### config.mk
export PLATFORM = sky130hd
export DESIGN_NAME = pipeline_stall_ctrl
export DESIGN_NICKNAME = d
export VERILOG_FILES = /design/src/rtl/pipeline_stall_ctrl.sv
export SDC_FILE = /design/constraint.sdc
export NUM_CORES = 1
export LEC_CHECK = 0
export CORE_MARGIN = 4
export CORE_UTILIZATION = 30
export DETAILED_ROUTE_END_ITERATION = 6
export HOLD_SLACK_MARGIN = 0.12
export SYNTH_ARGS = -nofsm -noshare
export SYNTH_HDL_FRONTEND = slang
export SYNTH_SLANG_ARGS = --single-unit
### constraint.sdc
create_clock -name clk -period 3.9 [get_ports clk]
set_input_delay 0.78 -clock clk [delete_from_list [all_inputs] [get_ports clk]]
set_output_delay 0.78 -clock clk [all_outputs]
set_load 0.02 [all_outputs]
### src/rtl/pipeline_stall_ctrl.sv
// Stall/flush sequencer for the five-stage cached core.
// It merges four hazard sources into per-stage register enables and flushes:
//   - load-use pause
//   - EX-stage jump redirects
//   - I-cache miss stalls
//   - D-cache miss stalls
// Multi-cycle cache waits are tracked by an FSM, and a watchdog bounds how long
// a wait may last.
//
// state   | meaning
// --------+-----------------------------------------------------------------
// ST_RUN  | no cache wait outstanding
// ST_D_WAIT | waiting on a D-cache access
// ST_I_WAIT | waiting on an I-cache fill for the current fetch
// ST_I_DROP | redirect hit during a fill; the stale fill is drained, then dropped
// ST_ERR  | wait watchdog expired; pipeline frozen until reset
module pipeline_stall_ctrl #(
  parameter int CNT_W   = 32,
  parameter int TIMEOUT = 255
) (
  input  logic             clk,
  input  logic             rst_n,
  input  logic             load_use_pause,
  input  logic             ex_jump_flag,
  input  logic             if_miss,
  input  logic             if_ready,
  input  logic             mem_req,
  input  logic             mem_ready,
  output logic             pc_en,
  output logic             if_id_en,
  output logic             id_ex_en,
  output logic             ex_mem_en,
  output logic             mem_wb_en,
  output logic             if_id_flush,
  output logic             id_ex_flush,
  output logic             mem_wb_flush,
  output logic [CNT_W-1:0] stall_cnt,
  output logic [CNT_W-1:0] flush_cnt,
  output logic             timeout_err
);

  typedef enum logic [2:0] {
    ST_RUN    = 3'd0,
    ST_D_WAIT = 3'd1,
    ST_I_WAIT = 3'd2,
    ST_I_DROP = 3'd3,
    ST_ERR    = 3'd4
  } state_t;

  localparam logic [15:0] TIMEOUT_L = 16'(TIMEOUT);

  state_t      state_q, state_d;
  logic [15:0] wait_cnt_q, wait_cnt_d;
  logic [15:0] wait_inc;
  logic        dstall, istall, in_wait;
  logic        jump_fire;

  assign dstall   = mem_req & ~mem_ready;
  assign istall   = if_miss & ~if_ready;
  assign in_wait  = (state_q == ST_D_WAIT) || (state_q == ST_I_WAIT) ||
                    (state_q == ST_I_DROP);
  assign wait_inc = wait_cnt_q + 16'd1;

  // State and wait-cycle counter registers.
  always_ff @(posedge clk or negedge rst_n) begin
    if (!rst_n) begin
      state_q    <= ST_RUN;
      wait_cnt_q <= '0;
    end else begin
      state_q    <= state_d;
      wait_cnt_q <= wait_cnt_d;
    end
  end

  // Next-state selection.
  // The watchdog overrides the normal transition once the wait budget is used up.
  always_comb begin
    state_d    = state_q;
    wait_cnt_d = wait_cnt_q;
    case (state_q)
      ST_RUN, ST_D_WAIT, ST_I_WAIT: begin
        if (dstall)                          state_d = ST_D_WAIT;
        else if (ex_jump_flag && istall)     state_d = ST_I_DROP;
        else if (istall && !load_use_pause)  state_d = ST_I_WAIT;
        else                                 state_d = ST_RUN;
      end
      ST_I_DROP: begin
        if (if_ready) state_d = dstall ? ST_D_WAIT : ST_RUN;
      end
      ST_ERR:  state_d = ST_ERR;
      default: state_d = ST_RUN;
    endcase
    if (in_wait) begin
      wait_cnt_d = wait_inc;
      if (wait_inc == TIMEOUT_L) state_d = ST_ERR;
    end
    if (state_d == ST_RUN) wait_cnt_d = '0;
  end

  // Enables and flushes, combinational from state and hazard inputs.
  // Reset forces every enable and flush low.
  always_comb begin
    pc_en        = 1'b1;
    if_id_en     = 1'b1;
    id_ex_en     = 1'b1;
    ex_mem_en    = 1'b1;
    mem_wb_en    = 1'b1;
    if_id_flush  = 1'b0;
    id_ex_flush  = 1'b0;
    mem_wb_flush = 1'b0;
    jump_fire    = 1'b0;
    if (state_q == ST_ERR) begin
      pc_en     = 1'b0;
      if_id_en  = 1'b0;
      id_ex_en  = 1'b0;
      ex_mem_en = 1'b0;
      mem_wb_en = 1'b0;
    end else if (dstall) begin
      // EX/MEM stays frozen here, so a pending jump in EX is preserved for later.
      pc_en        = 1'b0;
      if_id_en     = 1'b0;
      id_ex_en     = 1'b0;
      ex_mem_en    = 1'b0;
      mem_wb_flush = 1'b1;
    end else if (ex_jump_flag) begin
      // While a stale fill drains, the PC must not advance past the redirect target.
      jump_fire   = 1'b1;
      if_id_flush = 1'b1;
      id_ex_flush = 1'b1;
      pc_en       = (state_q != ST_I_DROP);
    end else if (load_use_pause) begin
      pc_en       = 1'b0;
      if_id_en    = 1'b0;
      id_ex_flush = 1'b1;
    end else if (istall || state_q == ST_I_DROP) begin
      pc_en       = 1'b0;
      if_id_flush = 1'b1;
    end
    if (!rst_n) begin
      pc_en        = 1'b0;
      if_id_en     = 1'b0;
      id_ex_en     = 1'b0;
      ex_mem_en    = 1'b0;
      mem_wb_en    = 1'b0;
      if_id_flush  = 1'b0;
      id_ex_flush  = 1'b0;
      mem_wb_flush = 1'b0;
      jump_fire    = 1'b0;
    end
  end

  // Saturating performance counters: PC-stall cycles and redirects taken.
  always_ff @(posedge clk or negedge rst_n) begin
    if (!rst_n) begin
      stall_cnt <= '0;
      flush_cnt <= '0;
    end else begin
      if (!pc_en && (stall_cnt != '1)) stall_cnt <= stall_cnt + CNT_W'(1);
      if (jump_fire && (flush_cnt != '1)) flush_cnt <= flush_cnt + CNT_W'(1);
    end
  end

  assign timeout_err = (state_q == ST_ERR);

endmodule
## After elaboration in Yosys (flattened, before gate mapping)

Cells that the tools add are included.
Widths: inputs -> output; s select.

- Multipliers: 0
- $add $sub $neg: 3
- Magnitude comparators: 0
- Bitwise gates (word level): 4
- Shift-type cells: 0
- Div/mod/pow operators: 0
- Equality and inequality tests: 8
- Reductions and logical operators: 13
- Muxes and demuxes: 44

Operators by type and width:

| operator | count |
|---|---|
| $add 32x1->32 const B | 2 |
| $ne 32x32->1 const B | 2 |
| $mux 1 | 35 |
| $mux 16 | 2 |
| $add 16x1->16 const B | 1 |
| $eq 16x8->1 const B | 1 |
| $mux 3 | 3 |
| $pmux 3 s3 | 1 |
| $eq 3x2->1 const B | 2 |
| $logic_not 3->1 | 2 |
| $mux 2 | 3 |
| $logic_and 1x1->1 | 4 |
| $eq 3x1->1 const B | 1 |
| $eq 3x3->1 const B | 1 |
| $logic_or 1x1->1 | 3 |
| $ne 3x2->1 const B | 1 |
| $reduce_or 3->1 | 1 |
| $and 1x1->1 | 2 |
| $logic_not 1->1 | 2 |
| $not 1->1 | 2 |
| $reduce_bool 2->1 | 1 |

- Bits in writable memories: 0
- Input port bits: 8
- Memory bits (read-only): 0
- Memories: 0
- Latch bits: 0
- Flip-flop bits (word level): 83

## Depth between registers and ports, before layout

Gate-level depths: netlist of run 1.

- Depth after elaboration: 11
- Depth in mapped cells: 8

## Least setup slack after synthesis of run 1

No wires, ideal clock.

- Path kind: input to output
- From: input mem_ready
- To: output if_id_flush
- Path buffers: 0
- Stages on the path: 4
- Slack: 1,285 ps
- Required time: 3,120 ps
- Arrival time: 1,835 ps
- Path through: nand2b_1 > nand3_2 > a21oi_1 > o21a_1

- Cells in the longest elaborated chain, start to end: 5

Ends and longest elaborated chain:

| what | RTL line | RTL |
|---|---|---|
| start, declared | 28 | `input logic mem_ready,` |
| $not 1->1 | 58 | `assign dstall = mem_req & ~mem_ready;` |
| $and 1x1->1 | 58 |  |
| $mux 1 | 118 | `end else if (dstall) begin` |
| $mux 1 | 112 | `if (state_q == ST_ERR) begin` |
| $mux 1 | 139 | `if (!rst_n) begin` |
| end, declared | 34 | `output logic if_id_flush,` |

Every way passes these cells.

## Worst setup path after layout of run 1

- From: input mem_ready
- To: output pc_en

- Cells in the longest elaborated chain, start to end: 5

Ends and longest elaborated chain:

| what | RTL line | RTL |
|---|---|---|
| $not 1->1 | 58 |  |
| $and 1x1->1 | 58 |  |
| $mux 1 | 118 |  |
| $mux 1 | 112 |  |
| $mux 1 | 139 |  |
| end, declared | 29 | `output logic pc_en,` |

Every way passes these cells.

==> metrics.txt, run 1 <==
outcome finished, final reports clean; row cnt 43; vias per inst 4.873; DRT iter0 DRCs 163; fin worst setup slack 0.4976 ns; Remaining DRCs 0; worst-path cell with the longest stage delay clkdlybuf4s50_1; Rel. slew slack 0.3897; Final Max Tran Viols 0; worst vdd ir 271.9 uV; Initial DRT Pass Iterations 4; total number of yosys warnings 0; routed via count 3304; Synth cell types 47; Fmax 293.9 MHz; register area 2077 um^2; DP HPWL 7117 um; Final Cycle Share 0.8724; simple-gate share of the synthesized area 0.2656; CTS Sinks 83; CTS tree done; layer with the highest usage met2; CP arrival 2.62 ns; met2 Use GR 0.2015; GRT Util Overall 0.1283; Place WS 0.4659 ns; fraction of layout cells with a size suffix above 1 0.09237; CTS H-tree depth 3; Crit Path Max Fanout 7; Cell Chain, Critical Path clkdlybuf4s50_1 -> nand2b_1 -> nand3_2 -> nor3_4 -> clkdlybuf4s50_1; # setup viols final 0; number of max-cap violations 0; Worst Setup Path Type primary input to output pin; Crit path largest cell delay 0.71 ns; Yosys top cell by area dfrtp_1; placed cells 662; pwr dens 432.4 nW/um^2; P_leak 2.294 nW; clk_skew 0.008989 ns; synthesized area 4319 um^2; Filler cells 1346; Core ar. 13990 um^2; die area 16380 um^2; Reg2Reg Depth 6; Multi-input gate area 2147 um^2; most frequent cells in the layout dfrtp_1, clkdlybuf4s50_1, xnor2_1, nand2_1, nand3_1; Post-synth EDFFs 0; Clk Tree Root Cell clkbuf_16; Seq/Total Area, Yosys 0.4809; Worst Path Buf+Inv 2; IO Port Bufs 80; post-route setup TNS 0 ns; CTS buffer count 9; Hold Path Class primary input to asynchronous set/reset pin; asr flop ratio synth 1.000; clock period minus worst slack 3.402 ns; GR met1 Demand/Resource 0.1659; Horiz. Die Dim 128.0 um; CTS resizes 0; Final Hold Vio Count 0; RSZ-0062 raised after global routing false; setup bufs post-CTS 0; xor-xnor portion of the synthesized cell area 0.1703; Clk Latency, worst-skew pair 0.34 ns; global-route wire length before repair 16930 um; Die Y-Extent 128.0 um; post-route ant nets 0; Worst setup EP type output pin; commonest non-fill, non-tap cell in the layout dfrtp_1; largest family of logic cells by synthesized area simple AND/OR/NAND/NOR gates; Post-Syn Instances 410; final non-filler cell total 678; pin count of the biggest net entering global routing 73; grt met3 use 0.03875; CP delay by family, top buffers and inverters; Layout area overhead 30.59%; Routed WL 10000 um; Clock Path Buffers 2; WL/cell 14.76 um; antenna violations before repair 0; number of global-route vias before repair 3397; post-synth top area share 0.4809; ranking of synthesized cells by area dfrtp_1, xnor2_1, xor2_1, nand2_1, nand3_1; critical path depth in cells 5; Synth Area in Adders 0.01159; Worst Path Required 3.12 ns; Congestion Overflow GR 0; worst-margin pin slew 0.9154 ns; Final GP Congestion 0.8039; clk slew on worst S/H paths 0.07 ns; post-synth net total 422; Layout Nets 505; Top cell by count, worst path clkdlybuf4s50_1; # IOs 81; starting density of the core 0.3088; n_diodes 0; Yosys reg bits 83; Compound-Gate Fraction of Synth Area 0.04432; hold_buf cts 0; Syn Area/Cell 10.53 um^2; Top FF cell, synth dfrtp_1; mux share of post-synthesis cell area 0.005214; startpoint types primary input
[state kept, by name (all words and copies together), names as in the netlist]
signal / cells
flush_cnt: 32
stall_cnt: 32
state_q: 3
wait_cnt_q: 16
[cell families (layout without fill, tap and decap cells)]
| group | count (synthesis) | count (layout) |
|---|---|---|
| buf+inv | 20 | 108 |
| xor+xnor | 84 | 84 |
| mux | 2 | 2 |
| simple gates | 186 | 186 |
| compound gates | 31 | 31 |
| flops | 83 | 83 |
| fa+ha+maj | 4 | 4 |
[synth_stat cells (2+ instances only)]
cell type	n
a21oi_1	21
a31oi_1	2
and2_1	5
and3_1	13
and4_1	11
buf_2	4
buf_4	4
clkbuf_1	3
dfrtp_1	83
ha_1	4
inv_1	9
mux2_1	2
nand2_1	39
nand2b_1	2
nand3_1	28
nand3_2	2
nand4_1	22
nand4_2	4
nor2_1	20
nor2_2	2
nor3_1	14
nor3_4	2
nor3b_1	2
nor3b_2	2
nor4_2	4
o31ai_1	2
or3_1	2
xnor2_1	63
xor2_1	21
[worst paths after layout]
kind	startpoint	slack (ns)	end
worst max-delay path	mem_ready	0.50	pc_en
worst min-delay path	rst_n	0.28	stall_cnt[20]$_DFFE_PN0P_
worst max register to register	state_q[2]$_DFF_PN0_	1.56	stall_cnt[21]$_DFFE_PN0P_
worst min register to register	stall_cnt[9]$_DFFE_PN0P_	0.49	stall_cnt[9]$_DFFE_PN0P_
max in group asynchronous	rst_n	2.45	stall_cnt[5]$_DFFE_PN0P_
min in group clk	stall_cnt[9]$_DFFE_PN0P_	0.49	stall_cnt[9]$_DFFE_PN0P_
[routing by layer]
metal	routed length [um]	part of all wire
met3	443	0.044
met5	0	0
met1	4660	0.47
met2	4708	0.47
met4	192	0.019
[power by group]
part / internal [W] / switching (W)
clock: 0.000598 / 0.000348
sequential: 0.000935 / 0.000103
combinational: 0.000214 / 0.000241
[per-stage QoR]
stage,power (W),instance area [um^2],hold slack (ns),util
2_1_floorplan,0.001275,4319,0.4844,-
3_5_place_dp,0.001511,5304,0.4884,0.3792
4_1_cts,0.002479,5640,0.2590,0.4032
3_3_place_gp,0.001503,5304,0.4817,0.3792
5_1_grt,0.002554,5640,0.2720,0.4032
6_report,0.002439,5640,0.2780,0.4032
[area by class of cell]
class	instances	share of cell area
tap	180	0.03993
clock inverter	5	0.01486
inverter	9	0.005989
clock buffer	11	0.04481
timing repair buffer	83	0.1455
sequential	83	0.3682
multi-input combinational	307	0.3807
(Power assumes the default switching activity.)
==> run 2: changes to the inputs <==
==> constraint.sdc (replaced) <==
create_clock -name clk -period 3.9 [get_ports clk]
set_input_delay 0.975 -clock clk [delete_from_list [all_inputs] [get_ports clk]]
set_output_delay 0.975 -clock clk [all_outputs]
set_load 0.02 [all_outputs]
==> run 2 against run 1 <==
Effect of this change: power fell by 2.6%; setup slack got worse by 0.29 ns; clock power fell by 6.8%; via count up 0.88%; sequential power about the same; sequential share of layout area about the same; worst hold slack improved by 0.22 ns; clock skew fell by 0.0050 ns; fmax decreased by 7.8%; global-route usage is 0.13 points higher; sequential cell count did not move; die area unchanged; critical path type unchanged; highest routed layer unchanged.
==> metrics.txt, run 2 (synthesis results as in run 1) <==
pwr dens 421.6 nW/um^2 (-2.5%); Crit Reg-Reg Endpoint stall_cnt[15]$_DFFE_PN0P_; clk_skew 0.003986 ns (-0.005003 ns); placed cell area 5319 um^2 (+0.28%); Horiz. Die Dim 128.0 um (unchanged); fraction of layout cells with a size suffix above 1 0.09600 (+0.003631); die area 16380 um^2 (unchanged); crit path launch mem_ready; register share of total power 0.438 (+0.012); combinational power share 0.191 (+0.004); Layout area overhead 30.42%; vias per inst 4.901 (+0.58%); post-route setup TNS 0 ns (unchanged); Hold Path Class flop to flop; top flop regs flush_cnt (32), stall_cnt (32), wait_cnt_q (16); n_diodes 0 (unchanged); R2R Path Start state_q[2]$_DFF_PN0_; Final Hold Vio Count 0 (unchanged); starting density of the core 0.3088 (unchanged); IO Port Bufs 80 (unchanged); Place WS 0.1911 ns (-0.2748 ns); metal2 WL 4722 um (+0.30%); CTS buffer count 9 (unchanged); Die Y-Extent 128.0 um (unchanged); Core ar. 13990 um^2 (unchanged); commonest non-fill, non-tap cell in the layout dfrtp_1; # setup viols final 0 (unchanged); Rel. slew slack 0.4015 (+0.01178); hold_buf cts 0 (unchanged); row cnt 43 (unchanged); fin worst setup slack 0.2097 ns (-0.2879 ns); Worst setup EP type output pin; # IOs 81 (unchanged); Clk Latency, worst-skew pair 0.33 ns (about the same); Remaining DRCs 0 (unchanged); Worst Setup Path Type primary input to output pin; total power 0.002375 W (-2.6%); Worst Path Required 2.92 ns (-0.20 ns); sw frac 0.2913 (+0.007462); final non-filler cell total 680 (+0.29%); worst vdd ir 281.3 uV (+3.4%); clk slew on worst S/H paths 0.06 ns (about the same); CP arrival 2.72 ns (+0.10 ns); setup bufs post-CTS 0 (unchanged); GRT Util Overall 0.1296 (+0.001306); Routed met1 length 4759 um (+2.1%); uppermost layer routed met4; Final Max Tran Viols 0 (unchanged); Crit Path Max Fanout 4 (-3); fin area 5633 um^2 (-0.13%); P_leak 2.301 nW (+0.32%); Critical Path End if_id_flush; Final Cycle Share 0.9462 (+0.07383); number of global-route vias before repair 3393 (-0.12%); placed cells 664 (+0.30%); Routed WL 10130 um (+1.2%); DP HPWL 7363 um (+3.5%); worst-margin pin slew 0.8978 ns (-0.01767 ns); global-route wire length before repair 17400 um (+2.8%); Congestion Overflow GR 0 (unchanged); routed via count 3333 (+0.88%); FF-to-FF setup slack 1.45 ns (-0.11 ns); CTS Sinks 83 (unchanged); CTS resizes 0 (unchanged); startpoint types primary input; clock period minus worst slack 3.690 ns (+0.2879 ns); Fmax 271.0 MHz (-7.8%); RSZ-0062 raised after global routing false; CTS tree done; Met3 Wirelength 509 um (+15%); cell-internal power 0.001683 W (-3.6%); most frequent cells in the layout dfrtp_1, clkdlybuf4s50_1, xnor2_1, nand2_1, nand3_1; Clk pwr share 0.371 (-0.017); Clk Tree Root Cell clkbuf_16; antenna violations before repair 0 (unchanged); Initial DRT Pass Iterations 5 (+1); Reg2Reg Depth 7 (+1); DRT iter0 DRCs 138 (-15%); outcome finished, final reports clean; WL/cell 14.89 um (+0.92%); Layout Nets 507 (+0.40%); Clock Path Buffers 2 (unchanged); Sw Pwr 0.0006917 W (about the same); Final GP Congestion 0.8372 (+4.1%); post-route ant nets 0 (unchanged); CTS H-tree depth 3 (unchanged); pin count of the biggest net entering global routing 70 (-4.1%); number of max-cap violations 0 (unchanged)
[run 2: cell types whose count changed in the layout (fill, tap and decap cells not counted)]
cell and delta:
buf_4 +2, clkinv_2 +1, clkinvlp_4 -2, inv_6 -1, clkinv_4 +3, bufinv_16 -1
[run 2: cell type report]
| type | count | area, um^2 |
|---|---|---|
| clock buffers | 11 | 252.7 |
| clock inverters | 5 | 61.31 |
| fillers | 1383 | 8356 |
| inverters | 9 | 33.78 |
| multi-input cells | 307 | 2147 |
| flip-flops and latches | 83 | 2077 |
| well taps | 180 | 225.2 |
| repair buffers | 85 | 835.8 |
[run 2: worst min-delay path by stage]
stage                          startpoint                         end  slack, ns  cells after the start
3_3_place_gp    stall_cnt[29]$_DFFE_PN0P_   stall_cnt[29]$_DFFE_PN0P_       0.48                      1
2_1_floorplan  wait_cnt_q[15]$_DFFE_PN0P_  wait_cnt_q[15]$_DFFE_PN0P_       0.55                      2
5_1_grt          stall_cnt[9]$_DFFE_PN0P_    stall_cnt[9]$_DFFE_PN0P_       0.52                      1
3_5_place_dp    stall_cnt[22]$_DFFE_PN0P_   stall_cnt[22]$_DFFE_PN0P_       0.49                      1
4_1_cts         flush_cnt[16]$_DFFE_PN0P_   flush_cnt[16]$_DFFE_PN0P_       0.50                      1
6_report        flush_cnt[16]$_DFFE_PN0P_   flush_cnt[16]$_DFFE_PN0P_       0.49                      1
[run 2: power groups by stage]
stage | clock network, W | logic (W) | registers (W)
3_3_place_gp | 0 | 0.000456 | 0.00105
5_1_grt | 0.000948 | 0.000492 | 0.00105
4_1_cts | 0.000913 | 0.000463 | 0.00104
3_5_place_dp | 0 | 0.000460 | 0.00105
6_report | 0.000881 | 0.000454 | 0.00104
2_1_floorplan | 0 | 0.000162 | 0.00111
[run 2: per-stage QoR]
stage	utilization	hold WS [ns]
floorplan	-	0.5523
global placement	0.3802	0.4805
detailed placement	0.3802	0.4870
CTS	0.4027	0.4976
global route	0.4027	0.5198
finish	0.4027	0.4945
[run 2: routing by layer]
metal / vias up / GRT usage
met5: - / 0
met1: 1630 / 0.1790
li1: 1612 / -
met2: 77 / 0.2002
met3: 14 / 0.03458
met4: 0 / 0.03745
[run 2: worst max-delay path, cell delays in order]
cell and delay (ns):
clkdlybuf4s50_1 0.44, nand2b_1 0.14, nand3_2 0.14, a21oi_1 0.20
o21a_1 0.15, clkdlybuf4s50_1 0.66
==> run 3: changes to the inputs <==
- clock period: 3.9 -> 4.72 ns (I/O delays scaled with it)
==> run 3 against run 2 <==
Effect of this change: combinational power down 18%; sequential power fell by 17%; utilization fell by 0.21 points; clock power is 20% lower; die area did not move; non-clock buffer count down 3; power fell by 18%.
==> metrics.txt, run 3 (synthesis results as in run 1) <==
Worst Path Required 3.54 ns (+0.62 ns); worst vdd ir 335.6 uV (+19%); Crit Reg-Reg Endpoint stall_cnt[15]$_DFFE_PN0P_; row cnt 43 (unchanged); post-route ant nets 0 (unchanged); Cell Chain, Critical Path clkdlybuf4s50_1 -> nand2b_1 -> nand3_2 -> nor3_4 -> clkdlybuf4s50_1; number of global-route vias before repair 3441 (+1.4%); CTS tree done; pin count of the biggest net entering global routing 70 (unchanged); Worst setup EP type output pin; hold endpoint flush_cnt[16]$_DFFE_PN0P_; most frequent cells in the layout dfrtp_1, clkdlybuf4s50_1, xnor2_1, nand2_1, nand3_1; RSZ-0062 raised after global routing false; Initial DRT Pass Iterations 4 (-1); Worst Path Buf+Inv 2 (unchanged); worst-margin pin slew 0.9716 ns (+0.07387 ns); Place WS 0.4432 ns (+0.2521 ns); Clk Latency, worst-skew pair 0.34 ns (about the same); GRT Util Overall 0.1300 (+0.0004198); Final Max Tran Viols 0 (unchanged); Remaining DRCs 0 (unchanged); outcome finished, final reports clean; met2 Use GR 0.2043 (+0.004005); # IOs 81 (unchanged); worst-path cell with the longest stage delay clkdlybuf4s50_1; post-route setup TNS 0 ns (unchanged); commonest non-fill, non-tap cell in the layout dfrtp_1; grt met3 use 0.04083 (+0.006250); register area 2077 um^2 (unchanged); Top cell by count, worst path clkdlybuf4s50_1; die area 16380 um^2 (unchanged); FF-to-FF setup slack 2.40 ns (+0.95 ns); startpoint types primary input; CTS buffer count 9 (unchanged); Reg2Reg Depth 6 (-1); fraction of layout cells with a size suffix above 1 0.08853 (-0.007469); hold slack 0.4911 ns (-0.003384 ns); IO Port Bufs 80 (unchanged); routed via count 3341 (+0.24%); global-route wire length before repair 17170 um (-1.3%); placed cells 661 (-0.45%); P_leak 2.276 nW (-1.1%); CTS H-tree depth 3 (unchanged); DRT iter0 DRCs 123 (-11%); vias per inst 4.935 (+0.68%); Clk Tree Root Cell clkbuf_16; pwr dens 345.9 nW/um^2 (-18%); WL/cell 15.07 um (+1.2%); Fmax 235.1 MHz; clock period minus worst slack 4.253 ns; CP delay by family, top buffers and inverters; clk_skew 0.007228 ns (+0.003242 ns); Horiz. Die Dim 128.0 um (unchanged); clk slew on worst S/H paths 0.06 ns (about the same); Final Cycle Share 0.9012; Crit path largest cell delay 0.71 ns (+0.05 ns); layer with the highest usage met2; Worst Setup Path Type primary input to output pin; Rel. slew slack 0.3522 (-0.04924); Core ar. 13990 um^2 (unchanged); Crit Path Max Fanout 7 (+3); fin worst setup slack 0.4666 ns (+0.2569 ns); antenna violations before repair 0 (unchanged); number of max-cap violations 0 (unchanged); Die Y-Extent 128.0 um (unchanged); hold_buf cts 0 (unchanged); Layout Nets 504 (-0.59%); CP arrival 3.07 ns (+0.35 ns); Multi-input gate area 2160 um^2 (+0.58%); Routed WL 10200 um (+0.74%); n_diodes 0 (unchanged); R2R Path Start state_q[2]$_DFF_PN0_; Congestion Overflow GR 0 (unchanged); final non-filler cell total 677 (-0.44%); Hold Crit Depth 1 (unchanged); Layout area overhead 29.72%; GR met1 Demand/Resource 0.1688 (-0.01022); Final Hold Vio Count 0 (unchanged); DP HPWL 7361 um (about the same); setup bufs post-CTS 0 (unchanged); starting density of the core 0.3088 (unchanged); Clock Path Buffers 2 (unchanged); CTS Sinks 83 (unchanged); Hold Startpoint flush_cnt[16]$_DFFE_PN0P_; top flop regs flush_cnt (32), stall_cnt (32), wait_cnt_q (16); Filler cells 1400 (+1.2%); Final GP Congestion 0.8029 (-4.1%); CTS resizes 0 (unchanged); Hold Path Class flop to flop; # setup viols final 0 (unchanged)
## run 3: report_power, final
group / internal, W / total, W / switching (W)
Sequential: 0.000772 / 0.000860 / 0.0000872
Combinational: 0.000176 / 0.000374 / 0.000198
Clock: 0.000411 / 0.000704 / 0.000293
Total: 0.00136 / 0.00194 / 0.000578
## run 3: final cells by class
class,count,area share
Multi-Input combinational cell,307,0.3854
Sequential cell,83,0.3707
Timing Repair Buffer,82,0.1452
Clock buffer,10,0.04087
Tap cell,180,0.04020
Clock inverter,6,0.01161
Inverter,9,0.006029
## run 3: worst max path at each step
stage	start	cells after the start	slack (ns)	to
after floorplan	mem_ready	4	1.30	if_id_flush
after global placement	mem_ready	5	0.49	pc_en
after detailed placement	mem_ready	5	0.44	pc_en
after CTS	mem_ready	5	0.45	pc_en
after global routing	mem_ready	5	0.37	pc_en
final	mem_ready	5	0.47	pc_en
## run 3: metal layers
| layer | part of all wire | wire, um |
|---|---|---|
| met1 | 0.47 | 4767 |
| met2 | 0.47 | 4785 |
| met3 | 0.046 | 472 |
| met4 | 0.017 | 175 |
| met5 | 0 | 0 |
## run 3: worst reg2reg max path, stage by stage (launching register included)
cell	delay, ns
dfrtp_1	0.45
or3b_4	0.44
nand3_2	0.15
nor3_4	0.10
nor3b_2	0.68
nand4_1	0.22
xnor2_1	0.17
## run 3: stage by stage
stage	power [W]	utilization	cell area (um^2)
global route	0.002029	0.4005	5603
CTS	0.001966	0.4005	5603
detailed placement	0.001251	0.3795	5309
finish	0.001938	0.4005	5603
floorplan	0.001054	-	4319
global placement	0.001242	0.3795	5309
